<file path="src/rtl/floppy_pkg.sv">
// Shared types and constants for the floppy track cache: FSM states, sector
// geometry and the track-to-LBA mapping used by both transfer phases.
package floppy_pkg;

   typedef enum logic [1:0] {
      IDLE  = 2'd0,
      FLUSH = 2'd1,
      LOAD  = 2'd2
   } state_e;

   localparam int SECTOR_BYTES          = 512;
   localparam int DEF_SECTORS_PER_TRACK = 13;

   // Track images are packed back to back in the SD image with no base offset.
   function automatic logic [31:0] track_lba(input logic [31:0] trk, input logic [31:0] spt);
      return trk * spt;
   endfunction

endpackage

</file>
<file path="src/rtl/sd_sector_seq.sv">
// Per-sector hps_io handshake: presents a request and LBA, steps through
// count sectors on sd_ack edges and pulses done on the final ack fall.
module sd_sector_seq
   import floppy_pkg::*;
(
   input  logic        clk,
   input  logic        rst_n,
   input  logic        start,
   input  logic        is_write,
   input  logic [31:0] first_lba,
   input  logic [4:0]  count,
   input  logic        sd_ack,
   output logic [31:0] sd_lba,
   output logic        sd_rd,
   output logic        sd_wr,
   output logic [3:0]  track_sec,
   output logic        done
);

   logic [31:0] lba_q, lba_d;
   logic        rd_q, rd_d;
   logic        wr_q, wr_d;
   logic [3:0]  sec_q, sec_d;
   logic        active_q, active_d;
   logic        old_ack_q, old_ack_d;

   logic ack_rise, ack_fall, req, last_sec;

   always_comb begin
      ack_rise = sd_ack & ~old_ack_q;
      ack_fall = ~sd_ack & old_ack_q;
      req      = rd_q | wr_q;
      last_sec = ({1'b0, sec_q} == (count - 5'd1));
      done     = active_q & ack_fall & ~req;

      lba_d     = lba_q;
      rd_d      = rd_q;
      wr_d      = wr_q;
      sec_d     = sec_q;
      active_d  = active_q;
      old_ack_d = sd_ack;

      // A start on the same edge as the previous phase's final fall wins,
      // which lets a flush chain straight into the following load.
      if (start) begin
         lba_d    = first_lba;
         rd_d     = ~is_write;
         wr_d     = is_write;
         sec_d    = 4'd0;
         active_d = 1'b1;
      end else if (active_q) begin
         if (ack_rise && req) begin
            lba_d = lba_q + 32'd1;
            if (last_sec) begin
               rd_d = 1'b0;
               wr_d = 1'b0;
            end
         end
         if (ack_fall) begin
            sec_d = sec_q + 4'd1;
            if (!req) active_d = 1'b0;
         end
      end
   end

   always_ff @(posedge clk or negedge rst_n) begin
      if (!rst_n) begin
         lba_q     <= '0;
         rd_q      <= 1'b0;
         wr_q      <= 1'b0;
         sec_q     <= '0;
         active_q  <= 1'b0;
         old_ack_q <= 1'b0;
      end else begin
         lba_q     <= lba_d;
         rd_q      <= rd_d;
         wr_q      <= wr_d;
         sec_q     <= sec_d;
         active_q  <= active_d;
         old_ack_q <= old_ack_d;
      end
   end

   assign sd_lba    = lba_q;
   assign sd_rd     = rd_q;
   assign sd_wr     = wr_q;
   assign track_sec = sec_q;

endmodule

</file>
<file path="src/rtl/floppy_track_cache.sv">
// Multi-drive track cache: loads the head's track from the SD image, writing a
// modified track back first, and stalls the CPU while either transfer runs.
module floppy_track_cache
   import floppy_pkg::*;
#(
   parameter int NUM_DRIVES        = 2,
   parameter int SECTORS_PER_TRACK = DEF_SECTORS_PER_TRACK,
   parameter int TRACK_BITS        = 6,
   parameter int DW                = (NUM_DRIVES > 1) ? $clog2(NUM_DRIVES) : 1
) (
   input  logic                  clk_sys,
   input  logic                  reset_n,
   input  logic [DW-1:0]         drive_sel,
   input  logic [TRACK_BITS-1:0] track,
   input  logic                  track_dirty,
   input  logic [NUM_DRIVES-1:0] img_mounted,
   input  logic [NUM_DRIVES-1:0] img_valid,
   output logic [31:0]           sd_lba,
   output logic                  sd_rd,
   output logic                  sd_wr,
   output logic [DW-1:0]         sd_drive,
   input  logic                  sd_ack,
   output logic [3:0]            track_sec,
   output logic                  cpu_wait,
   output logic                  busy
);

   state_e                  state_q, state_d;
   logic [DW-1:0]           cur_drive_q, cur_drive_d;
   logic [TRACK_BITS-1:0]   cur_track_q, cur_track_d;
   logic                    dirty_q, dirty_d;
   logic [NUM_DRIVES-1:0]   mount_pend_q, mount_pend_d;
   logic [DW-1:0]           sd_drive_q, sd_drive_d;
   logic                    cpu_wait_q, cpu_wait_d;

   logic        seq_start, seq_write, seq_done;
   logic [31:0] seq_lba;
   logic        do_load, dirty_eff;

   always_comb begin
      state_d      = state_q;
      cur_drive_d  = cur_drive_q;
      cur_track_d  = cur_track_q;
      dirty_d      = dirty_q;
      mount_pend_d = mount_pend_q | img_mounted;
      sd_drive_d   = sd_drive_q;
      cpu_wait_d   = cpu_wait_q;
      seq_start    = 1'b0;
      seq_write    = 1'b0;
      seq_lba      = '0;
      do_load      = 1'b0;
      // A write pulse coinciding with a head move still counts for the flush.
      dirty_eff    = dirty_q | track_dirty;

      case (state_q)
         IDLE: begin
            dirty_d = dirty_eff;
            if ((drive_sel != cur_drive_q) || (track != cur_track_q)) begin
               if (dirty_eff && img_valid[cur_drive_q]) begin
                  state_d    = FLUSH;
                  seq_start  = 1'b1;
                  seq_write  = 1'b1;
                  seq_lba    = track_lba(32'(cur_track_q), 32'(SECTORS_PER_TRACK));
                  sd_drive_d = cur_drive_q;
                  cpu_wait_d = 1'b1;
               end else begin
                  do_load = 1'b1;
               end
            end else if (mount_pend_q[cur_drive_q] && !img_mounted[cur_drive_q]) begin
               // The old image is gone; its buffered edits are discarded.
               do_load = 1'b1;
            end
         end
         FLUSH: begin
            if (seq_done) do_load = 1'b1;
         end
         LOAD: begin
            if (seq_done) begin
               state_d    = IDLE;
               cpu_wait_d = 1'b0;
            end
         end
         default: state_d = IDLE;
      endcase

      if (do_load) begin
         cur_drive_d             = drive_sel;
         cur_track_d             = track;
         dirty_d                 = 1'b0;
         mount_pend_d[drive_sel] = 1'b0;
         if (img_valid[drive_sel]) begin
            state_d    = LOAD;
            seq_start  = 1'b1;
            seq_write  = 1'b0;
            seq_lba    = track_lba(32'(track), 32'(SECTORS_PER_TRACK));
            sd_drive_d = drive_sel;
            cpu_wait_d = 1'b1;
         end else begin
            state_d    = IDLE;
            cpu_wait_d = 1'b0;
         end
      end
   end

   always_ff @(posedge clk_sys or negedge reset_n) begin
      if (!reset_n) begin
         state_q      <= IDLE;
         cur_drive_q  <= '0;
         cur_track_q  <= '0;
         dirty_q      <= 1'b0;
         mount_pend_q <= '0;
         sd_drive_q   <= '0;
         cpu_wait_q   <= 1'b0;
      end else begin
         state_q      <= state_d;
         cur_drive_q  <= cur_drive_d;
         cur_track_q  <= cur_track_d;
         dirty_q      <= dirty_d;
         mount_pend_q <= mount_pend_d;
         sd_drive_q   <= sd_drive_d;
         cpu_wait_q   <= cpu_wait_d;
      end
   end

   sd_sector_seq u_seq (
      .clk       (clk_sys),
      .rst_n     (reset_n),
      .start     (seq_start),
      .is_write  (seq_write),
      .first_lba (seq_lba),
      .count     (5'(SECTORS_PER_TRACK)),
      .sd_ack    (sd_ack),
      .sd_lba    (sd_lba),
      .sd_rd     (sd_rd),
      .sd_wr     (sd_wr),
      .track_sec (track_sec),
      .done      (seq_done)
   );

   assign sd_drive = sd_drive_q;
   assign cpu_wait = cpu_wait_q;
   assign busy     = (state_q != IDLE);

endmodule

</file>
<file path="config.mk">
export PLATFORM = sky130hd
export DESIGN_NAME = floppy_track_cache
export DESIGN_NICKNAME = d
export VERILOG_FILES = /design/src/rtl/floppy_pkg.sv /design/src/rtl/sd_sector_seq.sv /design/src/rtl/floppy_track_cache.sv
export SDC_FILE = /design/constraint.sdc
export NUM_CORES = 1
export LEC_CHECK = 0
export ABC_AREA = 1
export CORE_ASPECT_RATIO = 1.2
export CORE_MARGIN = 4
export CORE_UTILIZATION = 50
export DETAILED_ROUTE_END_ITERATION = 12
export PLACE_DENSITY = 0.81
export SETUP_SLACK_MARGIN = 0.5
export SYNTH_ARGS = -nofsm -noshare
export SYNTH_HDL_FRONTEND = slang
export SYNTH_SLANG_ARGS = --single-unit
</file>
<file path="constraint.sdc">
create_clock -name clk_sys -period 4.9 [get_ports clk_sys]
set_input_delay 0.49 -clock clk_sys [delete_from_list [all_inputs] [get_ports clk_sys]]
set_output_delay 0.49 -clock clk_sys [all_outputs]
set_load 0.005 [all_outputs]
</file>
-- Yosys cells after proc, flatten, opt, wreduce, memory -nomap -nowiden
Index checks and enable logic that the tools add are counted.
- $add $sub $neg: 2
- $mul: 2
- $lt $le $gt $ge: 3
- eq/ne operators: 9
- muxes and demuxes: 62
- bitwise gates (word level): 13
- reductions and logical operators: 19
- operators with widths (kind ; count):
    32-bit 2-to-1 mux ; 5
    1-bit 2-to-1 mux ; 41
    32-bit by 1-bit adder with 32-bit output (second input constant) ; 1
    10-bit 2-to-1 mux ; 3
    6-bit by 4-bit multiplier with 10-bit output (second input constant) ; 2
    2-bit 2-to-1 mux ; 6
    4-bit 2-to-1 mux ; 3
    2-bit nonzero test ; 6
    3-bit inequality test (second input constant) ; 3
    4-bit AND reduction ; 2
    6-bit inequality test ; 1
    2-bit one-hot mux with 3 select lines ; 1
    4-bit by 1-bit adder with 4-bit output (second input constant) ; 1
    1-bit bitwise AND ; 4
    4-bit equality test (second input constant) ; 1
    1-bit logical AND ; 4
    1-bit by 2-bit < comparator with 1-bit output (second input constant) ; 2
    1-bit inverter ; 4
    1-bit one-hot mux with 2 select lines ; 2
    2-bit AND reduction ; 2
    3-bit AND reduction ; 1
    3-bit nonzero test ; 1
    2-bit bitwise AND ; 1
    2-bit by 1-bit equality test with 1-bit output (second input constant) ; 1
    11 further kinds ; 12
- register bits: 54
- bits of input ports: 15
- output and inout bits: 41
- logic and storage cells: 123

-- Depth between registers and ports, before layout
- depth after elaboration: 10
- mapped depth: 17
- depth with buffers taken out: 17

-- By module
From an unflattened synthesis, not the netlist that was laid out.
- cells, all modules: 713
- area, all modules: 4739.5 sq um
- by module, submodules not included (module ; times used ; cells each ; area each (sq um) ; sequential area each (sq um)):
    sd_sector_seq ; 1 ; 463 ; 2961.6 ; 1001.0
    floppy_track_cache ; 1 ; 250 ; 1778.0 ; 350.3

-- Least setup slack after synthesis
No wires, ideal clock.
- kind: in2reg
- from: in track[1]
- to: reg u_seq.lba_q[5] (netlist: u_seq.sd_lba[5])
- setup time: 0.117 ns
- data arrival time: 2.469 ns
- data required time: 4.783 ns
- slack: 2.315 ns
- stages: 12
- path buffers: 0
- cell sequence: ha_1 -> inv_1 -> fa_1 -> inv_1 -> fa_1 -> or2_2 -> nand3_1 -> o21ai_0 -> a21boi_0 -> nand2_1 -> nand2_1 -> nand2_1
- word-level cells in the longest chain between the ends: 8
- elaborated cells on any way between the ends: 17
- classes of those cells: mul: 1; eq/ne: 1; mux: 11; reduce/logical: 4
- ends and longest elaborated chain (element ; RTL line ; source):
    start, declared ; floppy_track_cache.sv:14 ; input logic [TRACK_BITS-1:0] track,
    parallel branches: the longest is 8 deep, another holds 6-bit by 4-bit multiplier with 10-bit output ; - ;
    end signal, assigned ; sd_sector_seq.sv:75 ; lba_q <= lba_d;
    end, declared ; sd_sector_seq.sv:20 ; logic [31:0] lba_q, lba_d;
Several ways; the timed one is not identified.
A chain may end at the register's enable or synchronous reset.

-- Final worst setup path
- from: in track[2]
- to: reg u_seq.lba_q[5] (netlist: u_seq.sd_lba[5])
The elaborated chain is that of the path after synthesis.

==> out/qor.txt <==
worst rel slew slack: 0.424
Seq/Total Area, Yosys: 0.301
clk sinks: 54
clk buf depth: 2
GRT Total Usage: 0.227
Fin. Hold Viols: 0
Hold Path Class: in2async
n_diodes: 0
crit-path max FO: 6
CTS tree: yes
Power, Total: 847 µW
r2r setup slk: 2.00 ns
Unique masters post-synth: 38
Synth Register Bits: 54
minimum clock period: 3.05 ns
Tcrit/Tclk final: 0.623
slowest stage delay, CP: 0.52 ns
Starting Density: 0.518
Ys Warns: 0
CP Capture Point: u_seq.sd_lba[5]
Post-CTS Setup Inserts: 0
FMAX: 0.327 GHz
Post-Syn Nets: 691
first-pass GRT wire length: 19,700 µm
status: finished, final reports clean
FF-to-FF End: u_seq.sd_lba[9]
Mapped Area: 4490 µm²
slowest CP cell: clkdlybuf4s50_1
Vias per Instance: 5.41
worst-skew pair later-pin latency: 0.32 ns
crit-path cells: clkdlybuf4s50_1, ha_1, inv_1, fa_1, inv_1, fa_1, or2_2, nand3_1, o21ai_0, a21boi_0, nand2_1, nand2_1, nand2_1
largest cells by area after synthesis: dfrtp_1 (30%), nand2_1 (15%), ha_1 (9.8%)
post-synthesis async set-or-reset flop share: 1.00
Final Net Count: 740
via count: 4,336
Pleak: 0.00263 µW
IO buf count: 55
per-cell routed wire length: 14.1 µm
synth cell count leaders: nand2_1 (178), inv_1 (80), nor2_1 (73)
most common cell in the netlist: nand2_1
antenna violations before repair: 0
die width: 94.5 µm
CP required: 5.12 ns
Post-synth top flop: dfrtp_1
final setup fails: 0
worst r2r path cells: 14
Cell Rows: 37
Fillers: 785
WP depth: 13
family with the most delay on the worst path: adder cells
share of the synthesized area in the top cell type: 0.301
syn_area_per_cell: 7.06 µm²
total grt overflow: 0
routability cong.: 0.939
total CTS buffers: 5
PostCTS Resize Cnt: 0
critical path startpoint: track[2]
cell area power density: 163 nW/µm²
Worst Skew: 0.0111 ns
fraction of layout cells with a size suffix above 1: 0.0482
Critical Path Start Type: primary input
Clock transition at path regs: 0.11 ns
Most common cell on crit path: nand2_1
CTS Hold Bufs: 0
Worst Setup End Kind: flip-flop
TNS Setup: 0 ns
largest net degree at the start of global routing: 55
WP buf/inv: 3
CORE AREA: 8660 µm²
estimated wirelength of the detail-placed design: 8590 µm
Setup Crit Path Kind: in2reg
Pre-Repair DR Iteration Count: 5
Post-synth EDFFs: 0
H-tree Lvls: 2
dominant cell type by area after synthesis: dfrtp_1
Post-Route WL: 11,300 µm
count of mapped cells out of synthesis: 635
Worst-Margin Slew: 0.861 ns
clk root buf: clkbuf_8
1st-iter DRT viols: 294
worst endpoint data arrival time: 3.28 ns
residual DRC count: 0
via count of the first global-routing pass: 4,214
worst r2r src: cur_track_q[2]
worst vdd ir: 0.128 mV
Area growth, synth to finish: 15.5%
Routed Antenna Nets: 0
# Max-Cap Violations: 0
I/O pin total: 56
overall die height: 112 µm
die area: 10,600 µm²
RSZ-0062 raised after global routing: no
Slew Limit Fails: 0
==> sequential cells by signal (all words and copies together) (netlist names) <==
| register | cells |
|---|---|
| dirty_q | 1 |
| cur_drive_q | 1 |
| sd_drive | 1 |
| u_seq.active_q | 1 |
| u_seq.sd_lba | 32 |
| state_q | 2 |
| cpu_wait | 1 |
| cur_track_q | 6 |
| u_seq.sd_rd | 1 |
| u_seq.track_sec | 4 |
| mount_pend_q | 2 |
| u_seq.old_ack_q | 1 |
| u_seq.sd_wr | 1 |
==> logic make-up (layout without fill, tap and decap cells) <==
| kind of cell | Yosys count | in the layout | synth area share |
|---|---|---|---|
| and+or+nand+nor | 357 | 357 | 0.351 |
| buffers and inverters | 96 | 146 | 0.0909 |
| DFF | 54 | 54 | 0.301 |
| AOI/OAI and AO/OA | 51 | 51 | 0.0616 |
| adders and majority gates | 41 | 41 | 0.124 |
| xor gates and xnor gates | 36 | 36 | 0.0703 |
==> metrics by stage <==
stage / hold WS, ns / setup WS, ns / cells / instance area, µm² / util
2_1_floorplan: 0.194 / 2.31 / 635 / 4490 / -
5_1_grt: 0.331 / 1.62 / 802 / 5180 / 0.598
3_3_place_gp: 0.479 / 1.64 / 794 / 5080 / 0.587
3_5_place_dp: 0.489 / 1.51 / 794 / 5080 / 0.587
4_1_cts: 0.336 / 1.85 / 802 / 5180 / 0.598
6_report: 0.269 / 1.85 / 802 / 5180 / 0.598
==> worst min-delay path by stage <==
stage,startpoint,to,slack (ns),depth (start not counted)
floorplan,reset_n,cpu_wait,0.19,0
global placement,mount_pend_q[1],mount_pend_q[1],0.48,1
detailed placement,mount_pend_q[1],mount_pend_q[1],0.49,1
CTS,reset_n,cur_track_q[2],0.34,2
global route,reset_n,cur_track_q[2],0.33,2
finish,reset_n,cur_track_q[4],0.27,2
==> cell type report <==
class | count | area, µm² | area share
timing repair buffer | 56 | 553 | 0.107
multi-input combinational | 485 | 2730 | 0.526
tap | 117 | 146 | 0.0283
clock buffer | 5 | 68.8 | 0.0133
clock inverter | 3 | 26.3 | 0.00507
inverter | 82 | 308 | 0.0594
sequential | 54 | 1350 | 0.261
==> routing by layer <==
layer  track usage  part of all wire  vias up  routed length [µm]
met1         0.296              0.43     2017                4900
li1              -                 -     2139                   -
met4        0.0760             0.028        0                 321
met2         0.383              0.49      148                5520
met3        0.0345             0.048       32                 544
met5             0                 0        -                   0
==> placed cells by master, fill, tap and decap left out, types with 2 or more instances in the layout <==
| master | instances |
|---|---|
| nand2_1 | 178 |
| inv_1 | 80 |
| nor2_1 | 73 |
| dfrtp_1 | 54 |
| clkdlybuf4s50_1 | 54 |
| nand3_1 | 49 |
| ha_1 | 35 |
| xor2_1 | 27 |
| o21ai_0 | 22 |
| nand4_1 | 20 |
| a21oi_1 | 19 |
| nor3_1 | 12 |
| xnor2_1 | 9 |
| nor2_2 | 9 |
| fa_1 | 6 |
| clkbuf_8 | 5 |
| nand2_4 | 3 |
| nand3b_1 | 3 |
| inv_2 | 2 |
| o21bai_1 | 2 |
| nor3_2 | 2 |
| or2_2 | 2 |
| a21boi_0 | 2 |
| inv_6 | 2 |
==> power by group <==
group	leakage, µW	internal (µW)	switching (µW)
logic	0.00190	47.5	75.5
registers	0.000685	446	0.240
clock network	0.0000491	106	172
total	0.00263	599	247
No activity file was read; power rests on OpenSTA's default activity.
